==> src/rtl/uart_tx_arbiter.sv <==
// Round-robin arbiter sharing one UART transmitter among NREQ requesters; all outputs registered.
// Optional launch watchdog enabled by defining UART_ARB_TIMEOUT_EN (err tied low otherwise).
module uart_tx_arbiter #(
  parameter int NREQ    = 4,
  parameter int TIMEOUT = 32
) (
  input  logic              clk,
  input  logic              rst,
  input  logic [NREQ-1:0]   req,
  input  logic [8*NREQ-1:0] req_data,
  output logic [NREQ-1:0]   grant,
  output logic [NREQ-1:0]   ack,
  output logic              err,
  output logic              tx_start,
  output logic [7:0]        tx_data,
  input  logic              tx_busy
);

  localparam int IDX_W = (NREQ > 1) ? $clog2(NREQ) : 1;
  localparam logic [NREQ-1:0] ONE = {{(NREQ-1){1'b0}}, 1'b1};

  if (NREQ < 2 || NREQ > 8) begin : g_bad_nreq
    $error("uart_tx_arbiter: NREQ must be in 2..8");
  end
  if (TIMEOUT < 1) begin : g_bad_timeout
    $error("uart_tx_arbiter: TIMEOUT must be at least 1");
  end

  typedef enum logic [1:0] {
    IDLE,
    LAUNCH,
    WAIT_BUSY,
    WAIT_DONE
  } state_t;

  state_t            state, state_nxt;
  logic [IDX_W-1:0]  last_winner, last_nxt;
  logic [NREQ-1:0]   grant_nxt;
  logic [NREQ-1:0]   ack_nxt;
  logic              tx_start_nxt;
  logic [7:0]        tx_data_nxt;

`ifdef UART_ARB_TIMEOUT_EN
  localparam int CNT_W = $clog2(TIMEOUT + 1);
  logic [CNT_W-1:0]  to_cnt, to_cnt_nxt;
  logic              err_r, err_nxt;
  assign err = err_r;
`else
  assign err = 1'b0;
`endif

  logic [7:0] req_byte [NREQ];
  for (genvar g = 0; g < NREQ; g++) begin : g_unpack
    assign req_byte[g] = req_data[8*g +: 8];
  end

  // Round-robin search starting just after the previous winner, wrapping at NREQ.
  logic             pick_vld;
  logic [IDX_W-1:0] pick_idx;
  logic [IDX_W-1:0] cand;
  always_comb begin
    pick_vld = 1'b0;
    pick_idx = last_winner;
    cand     = last_winner;
    for (int off = 1; off <= NREQ; off++) begin
      cand = IDX_W'((int'(last_winner) + off) % NREQ);
      if (!pick_vld && req[cand]) begin
        pick_vld = 1'b1;
        pick_idx = cand;
      end
    end
  end

  always_comb begin
    state_nxt    = state;
    last_nxt     = last_winner;
    grant_nxt    = grant;
    ack_nxt      = '0;
    tx_start_nxt = 1'b0;
    tx_data_nxt  = tx_data;
`ifdef UART_ARB_TIMEOUT_EN
    err_nxt      = 1'b0;
    to_cnt_nxt   = to_cnt;
`endif
    case (state)
      IDLE: begin
        if (pick_vld) begin
          grant_nxt   = ONE << pick_idx;
          tx_data_nxt = req_byte[pick_idx];
          last_nxt    = pick_idx;
          state_nxt   = LAUNCH;
        end
      end
      LAUNCH: begin
        tx_start_nxt = 1'b1;
        state_nxt    = WAIT_BUSY;
`ifdef UART_ARB_TIMEOUT_EN
        to_cnt_nxt   = '0;
`endif
      end
      WAIT_BUSY: begin
        if (tx_busy) begin
          state_nxt = WAIT_DONE;
        end
`ifdef UART_ARB_TIMEOUT_EN
        // A timed-out launch drops the owner without an ack; the pointer already moved past it.
        else if (to_cnt == CNT_W'(TIMEOUT)) begin
          err_nxt   = 1'b1;
          grant_nxt = '0;
          state_nxt = IDLE;
        end else begin
          to_cnt_nxt = to_cnt + CNT_W'(1);
        end
`endif
      end
      WAIT_DONE: begin
        if (!tx_busy) begin
          ack_nxt   = grant;
          grant_nxt = '0;
          state_nxt = IDLE;
        end
      end
      default: state_nxt = IDLE;
    endcase
  end

  always_ff @(posedge clk) begin
    if (rst) begin
      state       <= IDLE;
      last_winner <= IDX_W'(NREQ - 1);
      grant       <= '0;
      ack         <= '0;
      tx_start    <= 1'b0;
      tx_data     <= 8'h00;
`ifdef UART_ARB_TIMEOUT_EN
      err_r       <= 1'b0;
      to_cnt      <= '0;
`endif
    end else begin
      state       <= state_nxt;
      last_winner <= last_nxt;
      grant       <= grant_nxt;
      ack         <= ack_nxt;
      tx_start    <= tx_start_nxt;
      tx_data     <= tx_data_nxt;
`ifdef UART_ARB_TIMEOUT_EN
      err_r       <= err_nxt;
      to_cnt      <= to_cnt_nxt;
`endif
    end
  end

endmodule

==> config.mk <==
export PLATFORM = sky130hd
export DESIGN_NAME = uart_tx_arbiter
export DESIGN_NICKNAME = d
export VERILOG_FILES = /design/src/rtl/uart_tx_arbiter.sv
export SDC_FILE = /design/constraint.sdc
export NUM_CORES = 1
export LEC_CHECK = 0
export ABC_AREA = 1
export CAP_MARGIN = 5
export CORE_UTILIZATION = 44
export CTS_CLUSTER_SIZE = 12
export DETAILED_ROUTE_END_ITERATION = 8
export MAX_ROUTING_LAYER = met4
export PLACE_DENSITY = 0.81
export SYNTH_ARGS = -nofsm -noshare
export SYNTH_HDL_FRONTEND = slang
export SYNTH_SLANG_ARGS = --single-unit
==> constraint.sdc <==
create_clock -name clk -period 2.4 [get_ports clk]
set_clock_uncertainty 0.2 [all_clocks]
set_input_delay 0.24 -clock clk [delete_from_list [all_inputs] [get_ports clk]]
set_output_delay 0.24 -clock clk [all_outputs]
set_load 0.01 [all_outputs]
==> impl_results.md <==
- Switching Share: 52.7%
- Synth unique cells: 24
- Switching pwr: 1.41 mW
- Fillers: 286
- Final Hold Vio Count: 0
- Number of global-route vias before repair: 1465
- Area Growth Syn to Fin: 41.9%
- Die H: 59.7 µm
- Cell Pwr Density: 1290 nW/µm²
- Reg-to-reg slack, setup: 0.35 ns
- Run status: finished, final reports clean
- Slowest cell on crit path: dfxtp_1
- Utilization after layout: 67.0%
- Worst skew pair latency: 0.30 ns
- Wire per inst: 10.7 µm
- Worst Path Buf+Inv: 3
- DRC: 0
- Setup TNS: 0 ns
- Placed cell count: 327
- Met1 WL: 1610 µm
- First-pass GRT wire length: 6120 µm
- Hold path depth: 2
- Clock share of power: 6.2%
- Delay-heaviest family, CP: simple AND/OR/NAND/NOR gates
- Antenna Nets Post-Route: 0
- CTS root buffer: clkbuf_4
- Initial antenna violation count: 0
- Worst-path clk slew: 0.12 ns
- Met3 WL: 239 µm
- Initial DRT Pass Iterations: 4
- Synth Net Count: 275
- Setup crit end kind: register
- CTS tree: yes
- Post-CTS setup buffer count: 0
- Synth top area cells: dfxtp_1 (29%), nand2_1 (20%), nand3_1 (14%)
- Met2 wire length: 1670 µm
- Fmax: 488 MHz
- Ports: 57
- Comb power frac: 72.7%
- Int Pwr: 1.27 mW
- H-tree depth: 1
- Ys Warns: 0
- Initial DRC count: 65
- Post-Syn Area: 1470 µm²
- Minimum clock period: 2.05 ns
- Hold_sp: grant[3]$_SDFFE_PP0P_
- Slew Limit Fails: 0
- Finished Layout Cells: 331
- Die ar.: 3560 µm²
- Clk buf depth: 2
- GP Congestion: 0.866
- Sequential power share: 21.1%
- Syn Area/Cell: 6.34 µm²
- Setup violations, final: 0
- Most common cell on crit path: nand2_2
- Lkg Pwr: 0.973 nW
- Req. time, crit path: 2.40 ns
- N_diodes: 0
- Layout cells sized above 1: 9.76%
- Die X: 59.7 µm
- Cell taking the most area after synthesis: dfxtp_1
- Final Cycle Share: 85.4%
- WL final: 3530 µm
- Max-cap viol count: 0
- Critical-path cell list: inv_2 -> nand2_1 -> nand2_2 -> nand2_2 -> nand2_2 -> inv_4 -> nand3_2 -> inv_1 -> nand2_1 -> nand2_2 -> nand3_1 -> nand3_1 -> a21oi_1
- Peak VDD IR: 0.587 mV
- Overflow after GRT: 0
- RSZ-0062 raised after global routing: false
- Post-Syn Instances: 231
- HPWL after DPL: 2710 µm
- Max Used Layer: met4
- Worst EP arrival: 2.05 ns
- Post-synthesis sequential area ratio: 28.7%
- Buffers on Ports: 55
- Vias: 1605
- Initial core utilization: 47.2%
- Global-route usage over all layers: 22.8%
- Worst R2R Path Depth: 13
- Fin area: 2080 µm²
- Via/cell ratio: 4.85
- Startpoint types: register
- Hold EP: ack[3]$_SDFF_PP0_
- Core ar.: 3100 µm²
- DP Area: 2050 µm²
- Commonest cells after routing, fill and taps aside: nand2_1 (76), clkdlybuf4s50_1 (55), nand3_1 (40)
- Synth Register Bits: 21
- Pwr Total: 2.68 mW
- Largest net degree at the start of global routing: 13
- Commonest non-fill, non-tap cell in the layout: nand2_1
- Reg2reg start: last_winner[1]$_SDFFE_PP1P_
- Post-synth top area share: 28.7%
- Worst Path Class, Setup: reg -> reg
- Hold WC Path Type: reg -> reg
- Crit-path max cell delay: 0.50 ns
- Critical path peak fanout: 11
- Final nets: 332
- Worst r2r dst: tx_data[2]$_SDFFE_PP0P_
- CTS buffer count: 3
- Sink Count: 21
- # rows: 20
## cells by family (layout without fill, tap and decap cells)
family                     after synthesis  count (layout)  synth area share, %
AOI/OAI and AO/OA                       24              24                 8.54
adders and majority gates                5               5                 4.27
buffers and inverters                   37              93                 11.5
DFF                                     21              21                 28.7
other                                    1               1                0.256
and+or+nand+nor                        143             143                 46.7
## cell usage after synthesis (all sizes together)
cell type,count
a21oi,17
conb,1
buf,4
inv,31
nor3,1
dfxtp,21
ha,5
clkbuf,2
a21boi,1
nand4,1
nand2,89
nor2,9
a211oi,1
nand3,43
o21ai,5
## repair_timing
item | CTS | global route
resized for setup | 0 | 2
setup endpoints to repair | 0 | 9
hold buffers | 0 | 0
## worst min-delay path, delay by kind of cell (launching register included)
family	cells	cell delay (ns)
buffers and inverters	1	0.05
DFF	1	0.34
and+or+nand+nor	1	0.03
## metrics by stage
stage | setup slack (ns) | hold slack, ns
after floorplan | 0.611 | 0.262
final | 0.350 | 0.239
after global placement | 0.200 | 0.234
after detailed placement | 0.167 | 0.238
after CTS | 0.129 | 0.245
after global routing | 0.125 | 0.262
## sequential cells by signal (all words and copies together) (netlist names)
name	cells
ack	4
grant	4
last_winner	2
state	2
tx_data	8
tx_start	1
## worst max path at each step
stage,startpoint,endpoint,slack [ns],depth (start not counted)
floorplan,last_winner[0]$_SDFFE_PP1P_,tx_data[0]$_SDFFE_PP0P_,0.61,15
global placement,req[0],tx_data[6]$_SDFFE_PP0P_,0.20,13
CTS,last_winner[0]$_SDFFE_PP1P_,tx_data[6]$_SDFFE_PP0P_,0.13,13
global route,last_winner[1]$_SDFFE_PP1P_,tx_data[1]$_SDFFE_PP0P_,0.13,13
detailed placement,req[0],tx_data[6]$_SDFFE_PP0P_,0.17,13
finish,last_winner[1]$_SDFFE_PP1P_,tx_data[2]$_SDFFE_PP0P_,0.35,13
## metal layers
metal  track usage [%]  vias up
met4              2.99        0
met5                 -        -
met2              40.0       58
met1              28.1      699
met3              3.90        2
li1                  -      846
## power by group through the flow
stage | clock [mW] | combinational (mW) | sequential (mW)
final | 0.166 | 1.95 | 0.564
after global routing | 0.189 | 2.21 | 0.581
after CTS | 0.168 | 1.93 | 0.563
after detailed placement | 0 | 1.92 | 0.570
after global placement | 0 | 1.88 | 0.571
after floorplan | 0 | 1.44 | 0.575
## layout make-up
cell class              instances  area (µm²)  share of cell area (%)
inverters                      31         124                    5.96
flip-flops and latches         21         422                    20.3
multi-input cells             173         878                    42.2
clock inverters                 1        5.00                   0.241
repair buffers                 58         573                    27.6
clock buffers                   3        22.5                    1.08
well taps                      44        55.1                    2.65
Note: power is estimated with default switching activity, not from simulation.
==> edit 1: new RTL, same flow settings <==
The option `UART_ARB_TIMEOUT_EN` is turned on by a define.
--- a/src/rtl/uart_tx_arbiter.sv
+++ b/src/rtl/uart_tx_arbiter.sv
@@ -1,5 +1,7 @@
 // Round-robin arbiter sharing one UART transmitter among NREQ requesters; all outputs registered.
 // Optional launch watchdog enabled by defining UART_ARB_TIMEOUT_EN (err tied low otherwise).
+`define UART_ARB_TIMEOUT_EN
+
 module uart_tx_arbiter #(
   parameter int NREQ    = 4,
   parameter int TIMEOUT = 32
Function: no difference found for any inputs over 10 cycles, from zero or initial values and one cycle with rst high; that may be too few to reach the edited logic, so the function may still have changed.
==> edit 1 against the unedited design <==
Die area rose by 24%. Synthesized area increased by 25%. Power up 13%. Count of clock-buffer cells in the layout stayed put. Routed wire length is 14% higher. First-iteration DRC count is 26% higher. Cell area is 19% higher. Utilization shrank 5.3 points. Combinational power grew 7%. Sequential cell count increased by 7. Setup slack got worse by 0.049 ns. Sequential power grew 23%. Cell count up 19%. Critical path type unchanged. Critical endpoint is now tx_data[1]$_SDFFE_PP0P_. Largest cell class unchanged.
==> edit 1: results (changes against the unedited design) <==
stage;metric;value;unit;change
yosys;Syn Inst Count;289;;+25%
global_route;first-pass GRT wire length;6.84;mm;+12%
global_route;initial antenna violation count;0;;unchanged
yosys;Synth Area in XOR/XNOR;0.00479;;+0.00479
pwr;switching power total;1.51;mW;+6.7%
min_path;min-delay worst type;reg -> reg;;
yosys;post-synthesis net count;334;;+21%
yosys;synthesis warning total;0;;unchanged
routing;drt wl/cell;10.2;um;-4.6%
setup_path;Crit-path slowest cell;dfxtp_2;;
yosys;Post-Synth Adder-Cell Area;0.0410;;-0.00166
clock_network;post_cts resized;0;;unchanged
layout;largest registers;tx_data x8, to_cnt x6;;
routing;drt first pass iters;5;;+1
clock_network;CTS clk-pin slew, worst paths;0.09;ns;-0.03 ns
yosys;Compound-Gate Fraction of Synth Area;0.0711;;-0.0143
global_route;grt ovf;0;;unchanged
timing;count of final setup violators;0;;unchanged
setup_path;worst path arrival time;2.07;ns;+0.02 ns
placed_design;Final HPWL DP;3.21;mm;+18%
yosys;Commonest cells post-synth;90 x nand2_1, 41 x nand3_1, 35 x inv_1;;
global_route;number of global-route vias before repair;1650;;+13%
pwr;Clk power;0.244;mW;+47%
placed_design;RePlAce Congestion;0.879;;+1.5%
layout;layout cells sized above 1;0.0928;;-0.00481
timing;Worst-Margin Slew;0.380;ns;
pwr;Pleak;1.17;nW;+21%
setup_path;slowest cell delay on critical path;0.43;ns;-0.07 ns
routing;DR vias/cell;4.84;;-0.28%
global_route;largest net degree at the start of global routing;19;;+6
yosys;Synth area leaders;dfxtp_1 31%, nand2_1 18%, nand3_1 11%;;
yosys;synth unique cells;25;;+4.2%
setup_path;CP Max Fanout;16;;+5
status;status;finished, final reports clean;;
placed_design;total placed cells including tap cells;392;;+20%
pwr;peak supply drop;0.632;mV;+7.7%
clock_network;Root Driver;clkbuf_8;;
placed_design;I/O Buffers;56;;+1.8%
yosys;post-synthesis sequential area ratio;0.306;;+0.0195
routing;Post-Route WL;4.02;mm;+14%
global_route;GRT Total Usage;0.203;;-0.0257
yosys;Top FF cell, synth;dfxtp_1;;
routing;DR iter-0 viols;82;;+26%
yosys;mux cell area share after synthesis;0;;unchanged
clock_network;CTS Buf Count;3;;unchanged
pwr;Gate power share;0.690;;-0.037
pwr;power density cells;1220;mW/mm^2;-5.1%
clock_network;clock tree buffer depth;2;;unchanged
clock_network;Skew-Pair Late Insertion Delay;0.27;ns;-0.03 ns
-- edit 1: cells by family (layout without fill, tap and decap cells) --
kind of cell,Yosys count,in the layout
flops,28,28
xor+xnor,1,1
simple gates,183,183
buf+inv,47,103
compound gates,24,24
fa+ha+maj,6,6
-- edit 1: layout make-up --
cell class | count | area (um^2)
Fill cell | 369 | 1530
Multi-Input combinational cell | 214 | 1060
Timing Repair Buffer | 60 | 591
Sequential cell | 28 | 562
Inverter | 40 | 155
Tap cell | 50 | 62.6
Clock buffer | 3 | 41.3
-- edit 1: metal layers --
layer,up-vias,GRT usage,share of wire,wire [um]
met1,831,0.254,0.49,1960
li1,1022,-,-,-
met2,55,0.349,0.47,1870
met4,0,0.0239,0.0045,18
met3,2,0.0360,0.044,175
met5,-,-,0,0
-- edit 1: final timing paths --
path                                                  start                 endpoint  slack, ns  cells after the start
worst min register to register        grant[0]$_SDFFE_PP0P_        ack[0]$_SDFF_PP0_       0.26                      2
worst max register to register  last_winner[0]$_SDFFE_PP1P_  tx_data[1]$_SDFFE_PP0P_       0.30                     15
worst max-delay path            last_winner[0]$_SDFFE_PP1P_  tx_data[1]$_SDFFE_PP0P_       0.30                     15
worst min-delay path                  grant[0]$_SDFFE_PP0P_        ack[0]$_SDFF_PP0_       0.26                      2
-- edit 1: worst min-delay path: stages (launching register included) --
cell and delay [ns]:
dfxtp_1 0.34, inv_1 0.05, nor2_1 0.03
-- edit 1: through the flow --
stage,area [um^2],setup WS (ns)
finish,2470,0.301
global route,2470,0.134
CTS,2470,0.156
detailed placement,2420,0.109
global placement,2420,0.133
floorplan,1830,0.549
==> edit 2: new RTL, config.mk and constraints unchanged <==
Without the edit above. Re-encode `state_t` (4 states) as one-hot, 4 bits wide.
--- a/src/rtl/uart_tx_arbiter.sv
+++ b/src/rtl/uart_tx_arbiter.sv
@@ -26,11 +26,11 @@
     $error("uart_tx_arbiter: TIMEOUT must be at least 1");
   end
 
-  typedef enum logic [1:0] {
-    IDLE,
-    LAUNCH,
-    WAIT_BUSY,
-    WAIT_DONE
+  typedef enum logic [3:0] {
+    IDLE      = 4'b0001,
+    LAUNCH    = 4'b0010,
+    WAIT_BUSY = 4'b0100,
+    WAIT_DONE = 4'b1000
   } state_t;
 
   state_t            state, state_nxt;
Behaviour: same outputs for any inputs over 10 cycles, from zero or initial values and one cycle with rst high; not proved beyond that.
==> edit 2 against the unedited design <==
Sequential power increased by 4.3%. Critical path depth decreased by 1. Cell area increased by 4.2%. Sequential cell count increased by 2. Power increased by 1.7%. Routed wire length decreased by 3.0%. Fmax decreased by 4.7%. Synthesized area increased by 6.3%. Setup slack got worse by 0.10 ns. Synthesized cell count increased by 3.5%. Die area increased by 6.1%. Utilization decreased by 2.6 points. Largest cell class unchanged. Highest routed layer unchanged.
==> edit 2: results (changes against the unedited design) <==
stage;metric;value;unit;change
status;status;finished, final reports clean;;
setup_path;worst path arrival time;2.20;ns;+0.15 ns
routing;drt wl/cell;10.1;um;-5.5%
global_route;met3 Use GR;0.0357;;-0.00325
placed_design;Final HPWL DP;2.73;mm;+0.49%
pwr;peak supply drop;0.544;mV;-7.3%
global_route;number of global-route vias before repair;1323;;-9.7%
placed_design;Area after DPL;0.00214;mm^2;+4.4%
yosys;post-synthesis sequential area ratio;0.296;;+0.00865
routing;metal2 WL;1.65;mm;-0.78%
pwr;Power Internal;1.34;mW;+5.5%
pwr;Gate power share;0.719;;-0.008
layout;fill count;332;;+16%
layout;layout cells sized above 1;0.150;;+0.0521
setup_path;slowest cell delay on critical path;0.59;ns;+0.09 ns
pwr;Pleak;0.994;nW;+2.2%
routing;WL met1;1.52;mm;-5.9%
yosys;Commonest cells post-synth;72 x nand2_1, 33 x nand3_1, 27 x inv_1;;
yosys;Synth area leaders;dfxtp_1 30%, nand2_1 17%, nand3_1 11%;;
layout;nets@finish;334;;+0.60%
global_route;met2 usage;0.339;;-0.0605
placed_design;pre-CTS setup slack;0.220;ns;+0.0523 ns
routing;top sig layer;met4;;
yosys;asr flop ratio synth;0;;unchanged
global_route;first-pass GRT wire length;5.59;mm;-8.7%
global_route;largest net degree at the start of global routing;14;;+1
routing;Vias;1663;;+3.6%
pwr;switching portion of total power;0.509;;-0.0180
global_route;GRT Total Usage;0.201;;-0.0272
routing;met3 routed WL;244;um;+2.1%
yosys;Post-Synth Adder-Cell Area;0;;-0.0427
routing;DR iter-0 viols;73;;+12%
yosys;synth unique cells;27;;+13%
global_route;met1 usage;0.260;;-0.0209
yosys;Compound-Gate Fraction of Synth Area;0.0699;;-0.0155
setup_path;CP Max Fanout;9;;-2
pwr;Seq pwr share;0.216;;+0.005
yosys;post-synthesis net count;278;;+1.1%
## edit 2: kinds of logic (layout without fill, tap and decap cells)
family	Yosys count	after routing
AO/OA/AOI/OAI	20	20
buffers and inverters	39	94
flip-flops	23	23
other	1	1
AND/OR/NAND/NOR	156	156
## edit 2: layout make-up
| cell class | count | area [um^2] | area share |
|---|---|---|---|
| Timing Repair Buffer | 59 | 593 | 0.274 |
| Clock buffer | 3 | 22.5 | 0.0104 |
| Clock inverter | 1 | 5.00 | 0.00231 |
| Sequential cell | 23 | 460 | 0.213 |
| Multi-Input combinational cell | 177 | 901 | 0.416 |
| Tap cell | 46 | 57.6 | 0.0266 |
| Inverter | 31 | 126 | 0.0583 |
## edit 2: worst paths after layout
| kind | to | depth (start not counted) | slack (ns) | from |
|---|---|---|---|---|
| setup / recovery | tx_data[4]$_SDFFE_PP0P_ | 12 | 0.25 | last_winner[0]$_SDFFE_PP1P_ |
| hold / removal | ack[2]$_SDFF_PP0_ | 2 | 0.26 | grant[2]$_SDFFE_PP0P_ |
| setup reg to reg | tx_data[4]$_SDFFE_PP0P_ | 12 | 0.25 | last_winner[0]$_SDFFE_PP1P_ |
| hold reg to reg | ack[2]$_SDFF_PP0_ | 2 | 0.26 | grant[2]$_SDFFE_PP0P_ |
## edit 2: critical path, delay by kind of cell (launching register included)
kind	cells	cell delay, ns
flip-flops	1	0.59
buffers and inverters	2	0.18
AND/OR/NAND/NOR	9	0.97
AO/OA/AOI/OAI	1	0.14
## edit 2: per-stage QoR
stage / cells / utilization
final: 340 / 0.644
after global routing: 340 / 0.644
after CTS: 340 / 0.644
after detailed placement: 336 / 0.636
after global placement: 336 / 0.636
after floorplan: 239 / -
